File: src/rtl/adder_result_fnd.sv
// adder_result_fnd: captures adder operands/result on a debounced button press and scans them onto a 4-digit common-anode FND.
// Optional debouncer enabled by defining ADDER_FND_DEBOUNCE_EN; otherwise the synchronized button feeds the edge detector directly.
module adder_result_fnd #(
  parameter int SCAN_DIV     = 100000,
  parameter int DEBOUNCE_CYC = 1000000
) (
  input  logic       clk,
  input  logic       reset,
  input  logic       btn_load,
  input  logic [1:0] opa,
  input  logic [1:0] opb,
  input  logic [2:0] sum_in,
  output logic [6:0] seg,
  output logic       dp,
  output logic [3:0] an,
  output logic       valid
);
  localparam int SW = $clog2(SCAN_DIV + 1);
  localparam logic [6:0] DASH  = 7'b0111111;
  localparam logic [6:0] BLANK = 7'b1111111;
  // Result 7 cannot come from a 2-bit adder, so it maps to dash.
  localparam logic [6:0] SEG_LUT [8] = '{7'b1000000, 7'b1111001, 7'b0100100, 7'b0110000,
                                         7'b0011001, 7'b0010010, 7'b0000010, DASH};

  logic s1_q, s2_q, lvl, prev_q, pulse_q;

  always_ff @(posedge clk) begin
    if (reset) begin
      s1_q    <= 1'b0;
      s2_q    <= 1'b0;
      prev_q  <= 1'b0;
      pulse_q <= 1'b0;
    end else begin
      s1_q    <= btn_load;
      s2_q    <= s1_q;
      prev_q  <= lvl;
      pulse_q <= lvl & ~prev_q;
    end
  end

`ifdef ADDER_FND_DEBOUNCE_EN
  localparam int DW = $clog2(DEBOUNCE_CYC + 1);
  logic [DW-1:0] deb_cnt_q, deb_cnt_d;
  logic          deb_q, deb_d, deb_done;

  always_comb begin
    deb_done  = deb_cnt_q == DW'(DEBOUNCE_CYC - 1);
    deb_cnt_d = (s2_q == deb_q || deb_done) ? '0 : deb_cnt_q + 1'b1;
    deb_d     = (s2_q != deb_q && deb_done) ? s2_q : deb_q;
  end

  always_ff @(posedge clk) begin
    if (reset) begin
      deb_cnt_q <= '0;
      deb_q     <= 1'b0;
    end else begin
      deb_cnt_q <= deb_cnt_d;
      deb_q     <= deb_d;
    end
  end

  assign lvl = deb_q;
`else
  logic unused_deb;
  assign unused_deb = ^DEBOUNCE_CYC;
  assign lvl        = s2_q;
`endif

  logic [1:0]    a_q, a_d, b_q, b_d, idx_q, idx_d;
  logic [2:0]    r_q, r_d, digit;
  logic          valid_q, valid_d, wrap, dp_q;
  logic [SW-1:0] scan_q, scan_d;
  logic [6:0]    seg_q, seg_d, pick;
  logic [3:0]    an_q, an_d;

  // Display is fed from next-state values so a capture on a slot switch shows in the new slot.
  always_comb begin
    a_d     = pulse_q ? opa : a_q;
    b_d     = pulse_q ? opb : b_q;
    r_d     = pulse_q ? sum_in : r_q;
    valid_d = valid_q | pulse_q;
    wrap    = scan_q == SW'(SCAN_DIV - 1);
    scan_d  = wrap ? '0 : scan_q + 1'b1;
    idx_d   = wrap ? idx_q + 1'b1 : idx_q;
    digit   = idx_d == 2'd0 ? r_d : idx_d == 2'd2 ? {1'b0, b_d} : {1'b0, a_d};
    pick    = idx_d == 2'd1 ? BLANK : !valid_d ? DASH : SEG_LUT[digit];
    seg_d   = wrap ? pick : seg_q;
    an_d    = wrap ? ~(4'b0001 << idx_d) : an_q;
  end

  always_ff @(posedge clk) begin
    if (reset) begin
      a_q     <= '0;
      b_q     <= '0;
      r_q     <= '0;
      valid_q <= 1'b0;
      scan_q  <= '0;
      idx_q   <= '0;
      seg_q   <= DASH;
      an_q    <= 4'b1110;
      dp_q    <= 1'b1;
    end else begin
      a_q     <= a_d;
      b_q     <= b_d;
      r_q     <= r_d;
      valid_q <= valid_d;
      scan_q  <= scan_d;
      idx_q   <= idx_d;
      seg_q   <= seg_d;
      an_q    <= an_d;
      dp_q    <= 1'b1;
    end
  end

  assign seg   = seg_q;
  assign an    = an_q;
  assign dp    = dp_q;
  assign valid = valid_q;
endmodule

File: config.mk
export PLATFORM = sky130hd
export DESIGN_NAME = adder_result_fnd
export DESIGN_NICKNAME = d
export VERILOG_FILES = /design/src/rtl/adder_result_fnd.sv
export SDC_FILE = /design/constraint.sdc
export NUM_CORES = 1
export LEC_CHECK = 0
export ABC_AREA = 1
export BUFFER_PORTS_ARGS = -buffer_cell sky130_fd_sc_hd__buf_2
export CAP_MARGIN = 25
export CELL_PAD_IN_SITES_DETAIL_PLACEMENT = 2
export CELL_PAD_IN_SITES_GLOBAL_PLACEMENT = 2
export CORE_UTILIZATION = 37
export DETAILED_ROUTE_END_ITERATION = 10
export PLACE_DENSITY = 0.87
export SYNTH_ARGS = -nofsm -noshare
export SYNTH_HDL_FRONTEND = slang
export SYNTH_SLANG_ARGS = --single-unit
File: constraint.sdc
create_clock -name clk -period 3.42 [get_ports clk]
set_input_delay 0.684 -clock clk [delete_from_list [all_inputs] [get_ports clk]]
set_output_delay 0.684 -clock clk [all_outputs]
set_load 0.05 [all_outputs]
==> summary.md <==
| Metric | Value |
|---|---|
| Pwr dens | `415 nW/um2` |
| Post-synth cell types | `36` |
| Final slew viol count | `0` |
| # Max-Cap Violations | `0` |
| Final Hold Viols | `0` |
| Pint | `0.000718 W` |
| N_diodes | `0` |
| HP Start | `prev_q$_SDFF_PP0_` |
| Area of the multi-input gates | `1030 um2` |
| Worst r2r src | `scan_q[0]$_SDFF_PP0_` |
| GRT Residual Overflow | `0` |
| Most common cell after layout, fill and taps aside | `dfxtp_1` |
| Layout area overhead | `13.7%` |
| Yosys warnings | `0` |
| Final antenna-violating net count | `0` |
| VDD IR max | `0.269 mV` |
| Row count | `26` |
| Die W | `75.6 um` |
| EDFF count, synth | `0` |
| Core ar. | `5170 um2` |
| IO Pins | `23` |
| Vias/cell | `4.97` |
| Switch share | `24.1%` |
| CP Launch Point | `scan_q[0]$_SDFF_PP0_` |
| DRC | `0` |
| Core Util, Final | `44.1%` |
| Tcrit/Tclk final | `70.5%` |
| Leak | `0.909 nW` |
| Sequential fraction of the synthesis area | `40.9%` |
| Startpoint Class | `flop` |
| Drt total wl | `5110 um` |
| Worst-path fanout max | `4` |
| Worst-path clk slew | `0.09 ns` |
| Async set-or-reset flop fraction in the synthesized netlist | `0%` |
| Netlist Area Pre-Place | `2000 um2` |
| Worst Hold Class | `flop to flop` |
| Nets@finish | `282` |
| Hold buffers post-CTS | `0` |
| Avg Inst Size Synth | `8.21 um2` |
| Layout fillers | `604` |
| Syn_nets | `260` |
| CP dominant cell by count | `nand2_1` |
| Max clock buf depth | `2` |
| Status | `finished clean` |
| Most frequent cells in the layout | `41 x dfxtp_1, 38 x nor2_1, 31 x nand2_1` |
| Critical path endpoint category | `flop` |
| Worst path max stage delay | `0.39 ns` |
| Antenna violations before repair | `0` |
| Yosys reg bits | `41` |
| Critical path's top delay family | `simple AND/OR/NAND/NOR gates` |
| Critical path arrival | `2.62 ns` |
| Setup Viol. Count Final | `0` |
| Port buffer count | `21` |
| Setup repair bufs after CTS | `0` |
| First-pass GRT wire length | `8250 um` |
| Ordered cell list for the critical path | `ha_1, nand3_4, nor2_1, nand3_1, nand2_1, nand2_1, nand3_2, nand2_1, nor2_4, inv_1, ha_1, nand2_1, nand3_1, o21ai_1, inv_1` |
| Largest net degree at the start of global routing | `19` |
| Initial Utilization | `38.8%` |
| Synth Flop Type | `dfxtp_1` |
| 1st-pass router iterations | `4` |
| Die height | `75.6 um` |
| Fmax achieved | `415 MHz` |
| Clock Sinks | `41` |
| Sequential share of power | `51.7%` |
| Worst-Skew Late Latency | `0.31 ns` |
| HPWL after detailed placement | `3660 um` |
| Full die area | `5720 um2` |
| Buffers and inverters on the worst path | `2` |
| Critical-path top delay cell | `dfxtp_1` |
| DR vias | `1,674` |
| Post-cts sizing count | `0` |
| DRT iter0 DRCs | `61` |
| Clk network pwr share | `43.4%` |
| Num CTS Buffers | `5` |
| Max H-tree Level | `2` |
| Psw | `0.000228 W` |
| Wire per inst | `15.2 um` |
| Clk_skew | `0.0118 ns` |
| Vias in the first global route | `1,702` |
| Clock root buffer | `clkbuf_8` |
| Routability Congestion | `0.718` |
| Setup TNS Final | `0 ns` |
| Layout cells sized above 1 | `27.3%` |
| Combinational power share | `4.9%` |
| CTS tree | `yes` |
| Min cycle time layout | `2.41 ns` |
| Overall global routing resource usage | `19.9%` |
| Syn Inst Count | `244` |
| RSZ-0062 raised after global routing | `false` |
| Reg area | `821 um2` |
| Crit path kind | `flop to flop` |
| Req. time, crit path | `3.63 ns` |
## registers in the layout (all words and copies together) (netlist names)
| name | flops |
|---|---|
| scan_q | 17 |
| seg | 6 |
| an | 4 |
| r_q | 3 |
| a_q | 2 |
| b_q | 2 |
| idx_q | 2 |
| lvl | 1 |
| prev_q | 1 |
| pulse_q | 1 |
| s1_q | 1 |
| valid | 1 |
## logic make-up after synthesis
logic type | count (synthesis) | synth area share [%]
other | 1 | 0.187
AO/OA/AOI/OAI | 27 | 7.49
adder cells (fa/ha/maj) | 6 | 3.75
buffers and inverters | 39 | 7.80
multiplexers | 6 | 3.00
flip-flops | 41 | 40.9
XOR/XNOR | 5 | 2.19
AND/OR/NAND/NOR | 119 | 34.6
## cells in the mapped netlist, drive strengths merged (2+ instances only)
cell type,count,area (um2)
a21oi,12,63.8
buf,4,25.0
clkbuf,2,7.51
dfxtp,41,821
ha,6,75.1
inv,33,124
mux2i,6,60.1
nand2,42,200
nand3,14,120
nand3b,5,53.8
nand4,3,18.8
nor2,46,213
nor3,8,82.6
o21ai,12,63.8
xnor2,3,26.3
xor2,2,17.5
## final cells by class
type	instances	area share, %
Tap cell	70	3.84
Multi-Input combinational cell	164	45.1
Sequential cell	41	36.0
Clock inverter	3	2.03
Inverter	33	5.43
Clock buffer	5	3.02
Timing Repair Buffer	21	4.61
## metrics by stage
stage	total power (W)	cells	worst slack [ns]	hold slack, ns	instance area [um2]
floorplan	0.000534	244	1.41	0.374	2000
global placement	0.000545	329	1.15	0.379	2160
detailed placement	0.000548	329	1.05	0.394	2160
CTS	0.000957	337	0.991	0.407	2280
global route	0.000977	337	0.773	0.433	2280
finish	0.000946	337	1.01	0.402	2280
## power by group through the flow
| stage | Clock (W) | Sequential [W] | Combinational (W) |
|---|---|---|---|
| floorplan | 0 | 0.000500 | 0.0000337 |
| global placement | 0 | 0.000500 | 0.0000452 |
| detailed placement | 0 | 0.000501 | 0.0000470 |
| CTS | 0.000419 | 0.000489 | 0.0000478 |
| global route | 0.000434 | 0.000490 | 0.0000527 |
| finish | 0.000410 | 0.000489 | 0.0000465 |
## path summary, 6_finish.rpt
path | endpoint | slack, ns | cells past startpoint
worst max register to register | seg[5]$_SDFFE_PP1N_ | 1.01 | 15
worst min register to register | pulse_q$_SDFF_PP0_ | 0.40 | 1
worst max-delay path | seg[5]$_SDFFE_PP1N_ | 1.01 | 15
worst min-delay path | pulse_q$_SDFF_PP0_ | 0.40 | 1
## per-layer routing
| metal | up-vias | part of all wire, % | GRT usage, % | wire length [um] |
|---|---|---|---|---|
| li1 | 818 | - | - | - |
| met1 | 817 | 44 | 24.2 | 2260 |
| met2 | 26 | 50 | 33.6 | 2560 |
| met3 | 13 | 3.1 | 5.03 | 156 |
| met4 | 0 | 2.5 | 8.44 | 130 |
| met5 | - | 0 | 0 | 0 |
Power figures use the tool's default switching activity.
